===== src/rtl/capture_fifo_sink.sv =====
// capture_fifo_sink: after a start pulse, waits out the upstream pipeline latency, captures
// capture_len consecutive words into a FIFO, and drains that FIFO through a valid/ready port.
module capture_fifo_sink #(
  parameter int DATA_WIDTH   = 32,
  parameter int ADDR_WIDTH   = 4,
  parameter int PIPE_LATENCY = 4
) (
  input  logic                  clk,
  input  logic                  rst_n,
  input  logic                  start,
  input  logic [ADDR_WIDTH:0]   capture_len,
  input  logic [DATA_WIDTH-1:0] data_in,
  output logic [DATA_WIDTH-1:0] out_data,
  output logic                  out_valid,
  input  logic                  out_ready,
  output logic [ADDR_WIDTH:0]   count,
  output logic                  busy,
  output logic                  done,
  output logic                  overflow
);
  localparam int DEPTH = 1 << ADDR_WIDTH;
  localparam int WW    = (PIPE_LATENCY > 1) ? $clog2(PIPE_LATENCY) : 1;

  typedef enum logic [1:0] {S_IDLE, S_WAIT, S_ACTIVE, S_DONE} state_e;

  state_e                state_q, state_d;
  logic [WW-1:0]         wait_q, wait_d;
  logic [ADDR_WIDTH:0]   rem_q, rem_d;
  logic                  ovf_q, ovf_d;
  logic [ADDR_WIDTH-1:0] wr_ptr_q, wr_ptr_d, rd_ptr_q, rd_ptr_d;
  logic [ADDR_WIDTH:0]   count_q, count_d;
  logic [DATA_WIDTH-1:0] mem [DEPTH];
  logic                  push, pop, push_ok;

  always_comb begin
    state_d = state_q;
    wait_d  = wait_q;
    rem_d   = rem_q;
    push    = 1'b0;
    case (state_q)
      S_IDLE: begin
        if (start && capture_len != '0) begin
          state_d = (PIPE_LATENCY > 1) ? S_WAIT : S_ACTIVE;
          wait_d  = WW'(PIPE_LATENCY - 1);
          rem_d   = capture_len;
        end
      end
      S_WAIT: begin
        wait_d  = wait_q - 1'b1;
        state_d = (wait_q <= WW'(1)) ? S_ACTIVE : S_WAIT;
      end
      S_ACTIVE: begin
        push    = 1'b1;
        rem_d   = rem_q - 1'b1;
        state_d = (rem_q == (ADDR_WIDTH+1)'(1)) ? S_DONE : S_ACTIVE;
      end
      default: state_d = S_IDLE;
    endcase
  end

  // A full FIFO still takes the word when the head leaves on the same edge.
  always_comb begin
    pop      = (count_q != '0) && out_ready;
    push_ok  = push && (!count_q[ADDR_WIDTH] || pop);
    wr_ptr_d = wr_ptr_q + ADDR_WIDTH'(push_ok);
    rd_ptr_d = rd_ptr_q + ADDR_WIDTH'(pop);
    count_d  = count_q + (ADDR_WIDTH+1)'(push_ok) - (ADDR_WIDTH+1)'(pop);
    ovf_d    = (state_q == S_IDLE && start && capture_len != '0) ? 1'b0 :
               (push && !push_ok) ? 1'b1 : ovf_q;
  end

  always_ff @(posedge clk or negedge rst_n) begin
    if (!rst_n) begin
      state_q  <= S_IDLE;
      wait_q   <= '0;
      rem_q    <= '0;
      ovf_q    <= 1'b0;
      wr_ptr_q <= '0;
      rd_ptr_q <= '0;
      count_q  <= '0;
    end else begin
      state_q  <= state_d;
      wait_q   <= wait_d;
      rem_q    <= rem_d;
      ovf_q    <= ovf_d;
      wr_ptr_q <= wr_ptr_d;
      rd_ptr_q <= rd_ptr_d;
      count_q  <= count_d;
    end
  end

  always_ff @(posedge clk) begin
    if (push_ok) mem[wr_ptr_q] <= data_in;
  end

  assign out_valid = count_q != '0;
  assign out_data  = out_valid ? mem[rd_ptr_q] : '0;
  assign count     = count_q;
  assign busy      = state_q != S_IDLE;
  assign done      = state_q == S_DONE;
  assign overflow  = ovf_q;
endmodule


===== config.mk =====
export PLATFORM = sky130hd
export DESIGN_NAME = capture_fifo_sink
export DESIGN_NICKNAME = d
export VERILOG_FILES = /design/src/rtl/capture_fifo_sink.sv
export SDC_FILE = /design/constraint.sdc
export NUM_CORES = 1
export LEC_CHECK = 0
export CAP_MARGIN = 0
export CELL_PAD_IN_SITES_DETAIL_PLACEMENT = 2
export CELL_PAD_IN_SITES_GLOBAL_PLACEMENT = 2
export CORE_MARGIN = 5
export CORE_UTILIZATION = 40
export DETAILED_ROUTE_END_ITERATION = 12
export MAX_ROUTING_LAYER = met4
export PLACE_DENSITY_LB_ADDON = 0.1
export SYNTH_ARGS = -nofsm -noshare
export SYNTH_HDL_FRONTEND = slang
export SYNTH_SLANG_ARGS = --single-unit

===== constraint.sdc =====
create_clock -name clk -period 11.3 [get_ports clk]
set_input_delay 2.26 -clock clk [delete_from_list [all_inputs] [get_ports clk]]
set_output_delay 2.26 -clock clk [all_outputs]
set_load 0.01 [all_outputs]

==> results of run 1 <==
==> worst max-delay path by stage <==
stage | from | end | slack, ns | cells after the start
2_1_floorplan | out_ready | mem[0][0] | 5.77 | 4
3_3_place_gp | rd_ptr_q[0] | out_data[26] | 5.03 | 7
3_5_place_dp | rd_ptr_q[0] | out_data[27] | 4.91 | 7
4_1_cts | rd_ptr_q[0] | out_data[27] | 4.19 | 7
5_1_grt | rd_ptr_q[0] | out_data[27] | 4.05 | 7
6_report | rd_ptr_q[0] | out_data[27] | 4.43 | 7
==> cells in the final DEF (no fill, tap or decap), drive strengths merged, types with 3 or more instances in the layout <==
| cell type | instances |
|---|---|
| edfxtp | 512 |
| a22oi | 64 |
| nand3b | 3 |
| mux2 | 5 |
| and2 | 3 |
| bufinv | 5 |
| xor2 | 4 |
| nor2 | 21 |
| and3 | 3 |
| clkinv | 21 |
| mux2i | 62 |
| clkbuf | 70 |
| a21oi | 10 |
| nor3 | 5 |
| buf | 29 |
| ha | 13 |
| inv | 14 |
| o21ai | 7 |
| o211ai | 32 |
| mux4 | 97 |
| nand2 | 29 |
| xnor2 | 4 |
| nand3 | 41 |
| dfrtp | 23 |
| nand2b | 5 |
| clkdlybuf4s50 | 81 |
==> worst max-delay path: cells and delay by family, from the launching register on <==
| family | cells | cell delay [ns] |
|---|---|---|
| buf+inv | 3 | 1.93 |
| flops | 1 | 1.10 |
| compound gates | 3 | 0.73 |
| mux | 1 | 0.20 |
==> layout make-up <==
cell class	instances	area, um^2	share of cell area, %
well taps	688	861	3.51
clock inverters	28	259	1.06
inverters	13	48.8	0.199
flip-flops and latches	535	16000	65.1
diodes	2	5.00	0.0204
repair buffers	110	1030	4.20
multi-input cells	427	4820	19.7
clock buffers	70	1520	6.19
==> registers in the layout, indices dropped and copies added, names as in the netlist <==
| signal | count |
|---|---|
| mem | 512 |
| count | 5 |
| rem_q | 5 |
| rd_ptr_q | 4 |
| wr_ptr_q | 4 |
| state_q | 2 |
| wait_q | 2 |
| overflow | 1 |
==> metal layers <==
layer,vias to the layer above,wire [um]
met5,-,0
met4,0,804
met3,67,2500
met2,233,28400
met1,5748,23900
li1,4494,-
==> cell families after synthesis <==
logic type	after synthesis	share of synthesized area [%]
buffers and inverters	72	1.84
muxes	164	13.6
xor gates and xnor gates	8	0.333
and+or+nand+nor	118	2.74
DFF	535	75.8
adders and majority gates	14	0.869
AOI/OAI and AO/OA	123	4.76
==> stage by stage <==
step / worst slack, ns / power, mW
final: 4.43 / 6.20
after global routing: 4.05 / 6.52
after CTS: 4.19 / 6.31
after detailed placement: 4.91 / 4.48
after global placement: 5.03 / 4.43
after floorplan: 5.77 / 3.70
==> power by group <==
| part | switching, mW | internal, mW | total (mW) | leakage (nW) |
|---|---|---|---|---|
| Sequential | 0.128 | 2.28 | 2.41 | 4.87 |
| Combinational | 1.07 | 0.917 | 1.98 | 2.14 |
| Clock | 0.756 | 1.06 | 1.81 | 0.867 |
==> results.txt, run 1 <==
Status: finished clean
Root Driver: clkbuf_16
Layout cells sized above 1: 21.5%
Final Util: 46.8%
Initial antenna violation count: 2
CTS Sinks: 535
PostCTS Resize Cnt: 0
Met2 Resource Use GR: 33.7%
DR pass1 iterations: 5
Critical R2R Launch: state_q[0]
Area delta synth->final: 16.5%
Postcts setup bufs: 0
Worst Path Class, Setup: reg2out
Total track usage: 20.3%
Routability cong.: 0.689
Period minus WS final: 6.87 ns
CP max stage cell: dfrtp_4
Die span in y: 239 um
GR Util met1: 26.8%
Sequential area share after synthesis: 75.8%
HPWL Detailed: 29.8 mm
Pin count of the biggest net entering global routing: 64
Yosys cell types: 45
Syn nets: 1,089
Commonest cells post-synth: 512 x edfxtp_1, 97 x mux4_2, 62 x mux2i_1
Area of the die: 0.0573 mm^2
CORE AREA: 0.0523 mm^2
Fin crit share: 60.8%
Fin area: 0.0245 mm^2
Post-Place Cells: 1,773
Min-Delay Path Class: reg2reg
Post-synth top area share: 73.1%
Worst Setup Start Kind: flip-flop
TritonCTS Buffers: 57
FP Rows: 84
TritonCTS clock tree: built
Finished Layout Cells: 1,873
Hold EP: overflow
Hold Crit Start: overflow
Per-cell routed wire length: 29.7 um
Cells after Synth: 1,034
Worst Hold Slack: 0.504 ns
Slew Viols, Final: 0
Clock Skew: 0.0184 ns
Post-synth EDFFs: 512
First-pass GRT wire length: 82.4 mm
Final setup fails: 0
Maximum clock rate: 146 MHz
Fill cells: 4,740
Dominant synthesized flop cell: edfxtp_1
DRC errors left: 0
H-tree levels: 2
Worst r2r path cells: 6
Synth area leaders: edfxtp_1 73%, mux4_2 10%, mux2i_1 3.0%, dfrtp_1 2.7%, a22oi_1 1.5%
R2r setup slk: 7.82 ns
Clk buf depth: 3
Max_cap viols: 0
Final setup TNS: 0 ns
Port bufs: 81
Largest stage delay on the critical path: 1.10 ns
CP Cell Sequence: buf_4, buf_4, mux2i_1, a22oi_1, a22oi_2, o211ai_1, clkdlybuf4s50_1
Via count: 10,542
Worst flop-to-flop path endpoint: mem[1][15]
Top cell type by total area after synthesis: edfxtp_1
Clk slew on worst S/H paths: 0.06 ns
Hold Crit Depth: 2
Nets: 1,199
Area post-placement: 0.0227 mm^2
Hold violation total from the final report: 0
Hold bufs inserted after CTS: 0
Initial core utilization: 40.2%
Most used cell, CP: buf_4
WL final: 55.6 mm
Met3 GRT Util: 3.82%
Synth Register Bits: 535
GRT Residual Overflow: 0
Vias per inst: 5.63
Io pins: 82
DRT iter0 DRCs: 841
Ys Warns: 0
Latest clock arrival within the worst-skew pair: 0.61 ns
Vias in the first global route: 11,899
Worst setup EP type: primary output
Static Leakage: 7.88 nW
RSZ-0062 raised after global routing: no
WP data arrival: 4.61 ns
Syn Area/Cell: 20.3 um^2
Post-DRT Antenna Nets: 0
Post-synth ARST share: 4.30%
Pwr dens: 253 mW/mm^2
Peak VDD IR: 123 uV
Rel. slew slack: 27.8%
CP Data Required Time: 9.04 ns
Die width: 239 um
Crit path max fanout: 53
Most frequent cell after synthesis: edfxtp_1
Worst Max-Slew Pin Slew: 1.08 ns
Post-Synthesis Cell Area: 0.0210 mm^2
GRT busiest layer: met2
Note: power is estimated with default switching activity, not from simulation.
==> run 2: changes to the inputs <==
clock period = 6.8 ns   (was 11.3 ns; I/O delays follow)
==> run 2 against run 1 <==
Non-clock buffer count down 1; cell count up 0.27%; via count grew 0.70%; total power increased by 68%; largest power group unchanged; combinational power up 65%; setup slack worse by 2.9 ns; sequential cell count is the same; clock-buffer cell count up 13; worst hold slack worse by 0.018 ns; first-iteration DRC count fell by 17%; critical path depth is 1 lower; sequential power grew 68%.
==> results.txt, run 2 (synthesis results as in run 1) <==
TritonCTS clock tree: built
Hold violation total from the final report: 0 (unchanged)
PostCTS Resize Cnt: 0 (unchanged)
Worst Hold Slack: 0.486 ns (-0.0184 ns)
Area of the die: 0.0573 mm^2 (unchanged)
Finished Layout Cells: 1,878 (+0.27%)
Crit path max fanout: 43 (-19%)
Part of the power in combinational logic: 31.3% (-0.7 points)
CORE AREA: 0.0523 mm^2 (unchanged)
Hold bufs inserted after CTS: 0 (unchanged)
Initial antenna violation count: 1 (-1)
DR pass1 iterations: 5 (unchanged)
Via count: 10,616 (+0.70%)
Post-Place Cells: 1,772 (-0.056%)
GRT Residual Overflow: 0 (unchanged)
Period minus WS final: 5.28 ns
Worst setup EP type: primary output
Crit path buffers/inverters: 2 (-1)
WP data arrival: 3.92 ns (-0.69 ns)
Port bufs: 81 (unchanged)
Rel. slew slack: 26.8% (-1.0 points)
Io pins: 82 (unchanged)
Peak VDD IR: 280 uV (+130%)
Final setup fails: 0 (unchanged)
Highest-count cells in the layout ignoring fill and taps: 512 x edfxtp_1, 97 x mux4_2, 81 x clkdlybuf4s50_1, 62 x mux2i_1, 59 x clkbuf_16
Area delta synth->final: 17.1%
Root Driver: clkbuf_16
CTS Sinks: 535 (unchanged)
TritonCTS Buffers: 57 (unchanged)
Clk buf depth: 3 (unchanged)
CP max stage cell: dfrtp_4
Crit path max-delay family: buffers and inverters
Initial core utilization: 40.2% (unchanged)
Net Sw Frac: 31.3% (-0.20 points)
Critical path origin: rd_ptr_q[1]
Dpl ws: 2.08 ns (-2.83 ns)
Die width: 239 um (unchanged)
Routability cong.: 0.713 (+3.6%)
DRT iter0 DRCs: 698 (-17%)
HPWL Detailed: 31.0 mm (+4.1%)
Total track usage: 20.0% (-0.28 points)
DRC errors left: 0 (unchanged)
Latest clock arrival within the worst-skew pair: 0.61 ns (about the same)
Clock share of power: 29.8% (+0.6 points)
Layout cells sized above 1: 21.8% (+0.31 points)
Total power: 10.4 mW (+68%)
CP Cell Sequence: nor2b_4, buf_4, a22oi_1, a22oi_1, o211ai_1, clkdlybuf4s50_1
Top reg by flops: mem
Per-cell routed wire length: 29.2 um (-1.7%)
R2r setup slk: 3.43 ns (-4.39 ns)
Worst Path Class, Setup: reg2out
WL final: 54.8 mm (-1.5%)
Die span in y: 239 um (unchanged)
Hold Crit Start: wait_q[1]
Status: finished clean
Worst setup margin: 1.52 ns (-2.91 ns)
Largest stage delay on the critical path: 0.91 ns (-0.19 ns)
Worst Max-Slew Pin Slew: 1.10 ns (+0.0150 ns)
CP Data Required Time: 5.44 ns (-3.60 ns)
Static Leakage: 7.94 nW (+0.73%)
Vias in the first global route: 11,822 (-0.65%)
Worst Setup Start Kind: flip-flop
Slew Viols, Final: 0 (unchanged)
Clock Skew: 0.0251 ns (+0.00671 ns)
Post-DRT Antenna Nets: 0 (unchanged)
Sw Pwr: 3.26 mW (+67%)
Postcts setup bufs: 0 (unchanged)
Critical R2R Launch: state_q[0]
Vias per inst: 5.65 (+0.43%)
FP Rows: 84 (unchanged)
Pwr dens: 424 mW/mm^2 (+68%)
Sequential share of power: 38.9% (about the same)
Nets: 1,198 (-0.083%)
Min-Delay Path Class: reg2reg
H-tree levels: 2 (unchanged)
Max_cap viols: 0 (unchanged)
RSZ-0062 raised after global routing: no
Clk slew on worst S/H paths: 0.06 ns (about the same)
Commonest non-fill, non-tap cell in the layout: edfxtp_1
First-pass GRT wire length: 81.8 mm (-0.72%)
Max FFs per register: 512 (unchanged)
Fill cells: 4,693 (-0.99%)
Maximum clock rate: 189 MHz
Pint: 7.18 mW (+69%)
Pin count of the biggest net entering global routing: 64 (unchanged)
Most used cell, CP: a22oi_1
Final setup TNS: 0 ns (unchanged)
Fin crit share: 77.7%
==> run 2: cell types whose count changed in the layout (fill, tap and decap cells not counted), sizes merged <==
cell and delta:
clkbuf +13, clkinvlp -1, clkinv -5, buf -1
diode -1
==> run 2: routing by layer <==
metal  wire, um  GRT usage (%)  up-vias
met2      27400           32.2      207
li1           -              -     4499
met4       1090           4.86        0
met1      24200           27.3     5833
met3       2100           2.73       77
met5          0              -        -
==> run 2: path summary, 6_finish.rpt <==
| check | end | depth (start not counted) |
|---|---|---|
| worst max-delay path | out_data[21] | 6 |
| worst min-delay path | wait_q[1] | 1 |
| worst max register to register | mem[0][30] | 5 |
| worst min register to register | wait_q[1] | 1 |
| max in group asynchronous | rd_ptr_q[1] | 2 |
| min in group asynchronous | wr_ptr_q[2] | 2 |
==> run 2: metrics by stage <==
step | utilization [%] | instance area, um^2
after CTS | 47.0 | 24600
after detailed placement | 43.4 | 22700
after floorplan | - | 21000
after global routing | 47.0 | 24600
after global placement | 43.4 | 22700
final | 47.0 | 24600
==> run 2: cell type report <==
| type | count | area, um^2 | share of cell area (%) |
|---|---|---|---|
| Antenna cell | 1 | 2.50 | 0.0102 |
| Clock buffer | 83 | 1650 | 6.69 |
| Clock inverter | 22 | 231 | 0.940 |
| Inverter | 13 | 48.8 | 0.198 |
| Multi-Input combinational cell | 427 | 4820 | 19.6 |
| Sequential cell | 535 | 16000 | 64.8 |
| Tap cell | 688 | 861 | 3.50 |
| Timing Repair Buffer | 109 | 1050 | 4.25 |
==> run 2: power groups by stage <==
stage	logic, mW	registers (mW)	clock network (mW)
final	3.26	4.06	3.11
after detailed placement	3.32	4.14	0
after global placement	3.24	4.13	0
after global routing	3.50	4.09	3.35
after floorplan	2.22	3.92	0
after CTS	3.34	4.07	3.19
==> run 3: changes to the inputs <==
clock period = 5.3 ns   (was 6.8 ns; I/O delays follow)
==> run 3 against run 2 <==
Critical path type unchanged; critical endpoint is now out_data[29]; largest power group unchanged; via count decreased by 0.54%; combinational power up 33%; utilization about the same.
==> results.txt, run 3 (synthesis results as in run 1) <==
Static Leakage: 7.97 nW (+0.42%)
Die span in y: 239 um (unchanged)
Hold bufs inserted after CTS: 0 (unchanged)
CTS Sinks: 535 (unchanged)
Rel. slew slack: 39.1% (+12 points)
Area delta synth->final: 17.2% (about the same)
Die width: 239 um (unchanged)
TritonCTS Buffers: 57 (unchanged)
PostCTS Resize Cnt: 0 (unchanged)
Hold violation total from the final report: 0 (unchanged)
Maximum clock rate: 219 MHz
FP Rows: 84 (unchanged)
DR pass1 iterations: 5 (unchanged)
WL final: 54.3 mm (-0.91%)
Vias in the first global route: 11,717 (-0.89%)
Peak VDD IR: 290 uV (+3.5%)
Hold Crit Depth: 2 (+1)
Commonest non-fill, non-tap cell in the layout: edfxtp_1
Post-DRT Antenna Nets: 0 (unchanged)
Fin area: 0.0246 mm^2 (about the same)
Worst Setup Start Kind: flip-flop
Worst r2r path cells: 6 (+1)
Initial core utilization: 40.2% (unchanged)
Max_cap viols: 0 (unchanged)
Period minus WS final: 4.57 ns
Highest-count cells in the layout ignoring fill and taps: 512 x edfxtp_1, 97 x mux4_2, 81 x clkdlybuf4s50_1, 62 x mux2i_1, 57 x clkbuf_16
Fin crit share: 86.3%
First-pass GRT wire length: 81.1 mm (-0.83%)
Final setup TNS: 0 ns (unchanged)
Clk buf depth: 3 (unchanged)
Crit path max fanout: 12 (-72%)
Root Driver: clkbuf_16
Slew Viols, Final: 0 (unchanged)
CP Data Required Time: 4.24 ns (-1.20 ns)
Clk slew on worst S/H paths: 0.06 ns (about the same)
DRC errors left: 0 (unchanged)
Area post-placement: 0.0229 mm^2 (+0.51%)
Status: finished clean
H-tree levels: 2 (unchanged)
Pin count of the biggest net entering global routing: 48 (-25%)
Worst Max-Slew Pin Slew: 0.911 ns (-0.187 ns)
Per-cell routed wire length: 28.6 um (-1.9%)
Total track usage: 19.8% (-0.16 points)
Top reg by flops: mem
CORE AREA: 0.0523 mm^2 (unchanged)
Port bufs: 81 (unchanged)
Postcts setup bufs: 0 (unchanged)
Initial antenna violation count: 1 (unchanged)
Worst setup EP type: primary output
Routability cong.: 0.708 (-0.67%)
WP data arrival: 3.51 ns (-0.41 ns)
Dpl ws: 1.31 ns (-0.770 ns)
TritonCTS clock tree: built
Nets: 1,215 (+1.4%)
Final Util: 47.1% (about the same)
Total power: 13.3 mW (+27%)
RSZ-0062 raised after global routing: no
Io pins: 82 (unchanged)
Pwr dens: 538 mW/mm^2 (+27%)
Clock Skew: 0.0110 ns (-0.0141 ns)
Min-Delay Path Class: reg2reg
Latest clock arrival within the worst-skew pair: 0.60 ns (about the same)
Area of the die: 0.0573 mm^2 (unchanged)
HPWL Detailed: 31.7 mm (+2.3%)
DRT iter0 DRCs: 688 (-1.4%)
Worst setup margin: 0.726 ns (-0.793 ns)
Final setup fails: 0 (unchanged)
Max FFs per register: 512 (unchanged)
Worst Path Class, Setup: reg2out
Via count: 10,559 (-0.54%)
Layout cells sized above 1: 22.9% (+1.2 points)
Vias per inst: 5.57 (-1.5%)
GRT Residual Overflow: 0 (unchanged)
[run 3: cell types whose count changed in the layout (fill, tap and decap cells not counted), moves of 2 or more]
cell,change
clkbuf_1,-6
clkinv_1,+6
clkbuf_16,-2
clkinv_2,+8
clkinvlp_4,+3
buf_4,+18
clkbuf_8,-8
[run 3: power by group]
group / total (mW) / internal, mW / switching [mW]
clock network: 3.83 / 2.21 / 1.62
registers: 5.11 / 4.86 / 0.257
logic: 4.32 / 2.01 / 2.31
total: 13.3 / 9.07 / 4.19
[run 3: path summary, 6_finish.rpt]
kind                                 start           end  slack [ns]
worst max-delay path              count[3]  out_data[29]        0.73
worst min-delay path              overflow      overflow        0.51
worst max register to register  state_q[0]   mem[11][17]        2.32
worst min register to register    overflow      overflow        0.51
max in group asynchronous            rst_n   rd_ptr_q[1]        4.18
min in group asynchronous            rst_n      rem_q[0]        0.83
[run 3: routing by layer]
layer	vias to the layer above	wire length, um	GRT usage (%)	part of all wire [%]
li1	4543	-	-	-
met1	5740	23800	26.9	44
met2	208	27600	32.4	51
met3	68	2020	2.81	3.7
met4	0	961	4.22	1.8
met5	-	0	-	0
[run 3: cell type report]
type | instances | area [um^2]
Clock inverter | 39 | 317
Antenna cell | 1 | 2.50
Timing Repair Buffer | 126 | 1160
Tap cell | 688 | 861
Multi-Input combinational cell | 427 | 4820
Inverter | 13 | 48.8
Clock buffer | 67 | 1460
Sequential cell | 535 | 16000
Fill cell | 4712 | 27700
[run 3: critical path, cell delays in order (launching register included)]
cell and delay, ns:
dfrtp_1 0.38, inv_1 0.08, ha_1 0.17, or4b_4 0.23, nor2b_4 0.49, buf_4 0.35
a22oi_1 0.13, o211ai_1 0.46, clkdlybuf4s50_1 0.63
[run 3: through the flow]
stage | instances | hold WS, ns
final | 1896 | 0.513
after global routing | 1896 | 0.562
after CTS | 1895 | 0.527
after detailed placement | 1789 | 0.511
after global placement | 1789 | 0.474
after floorplan | 1034 | 0.460
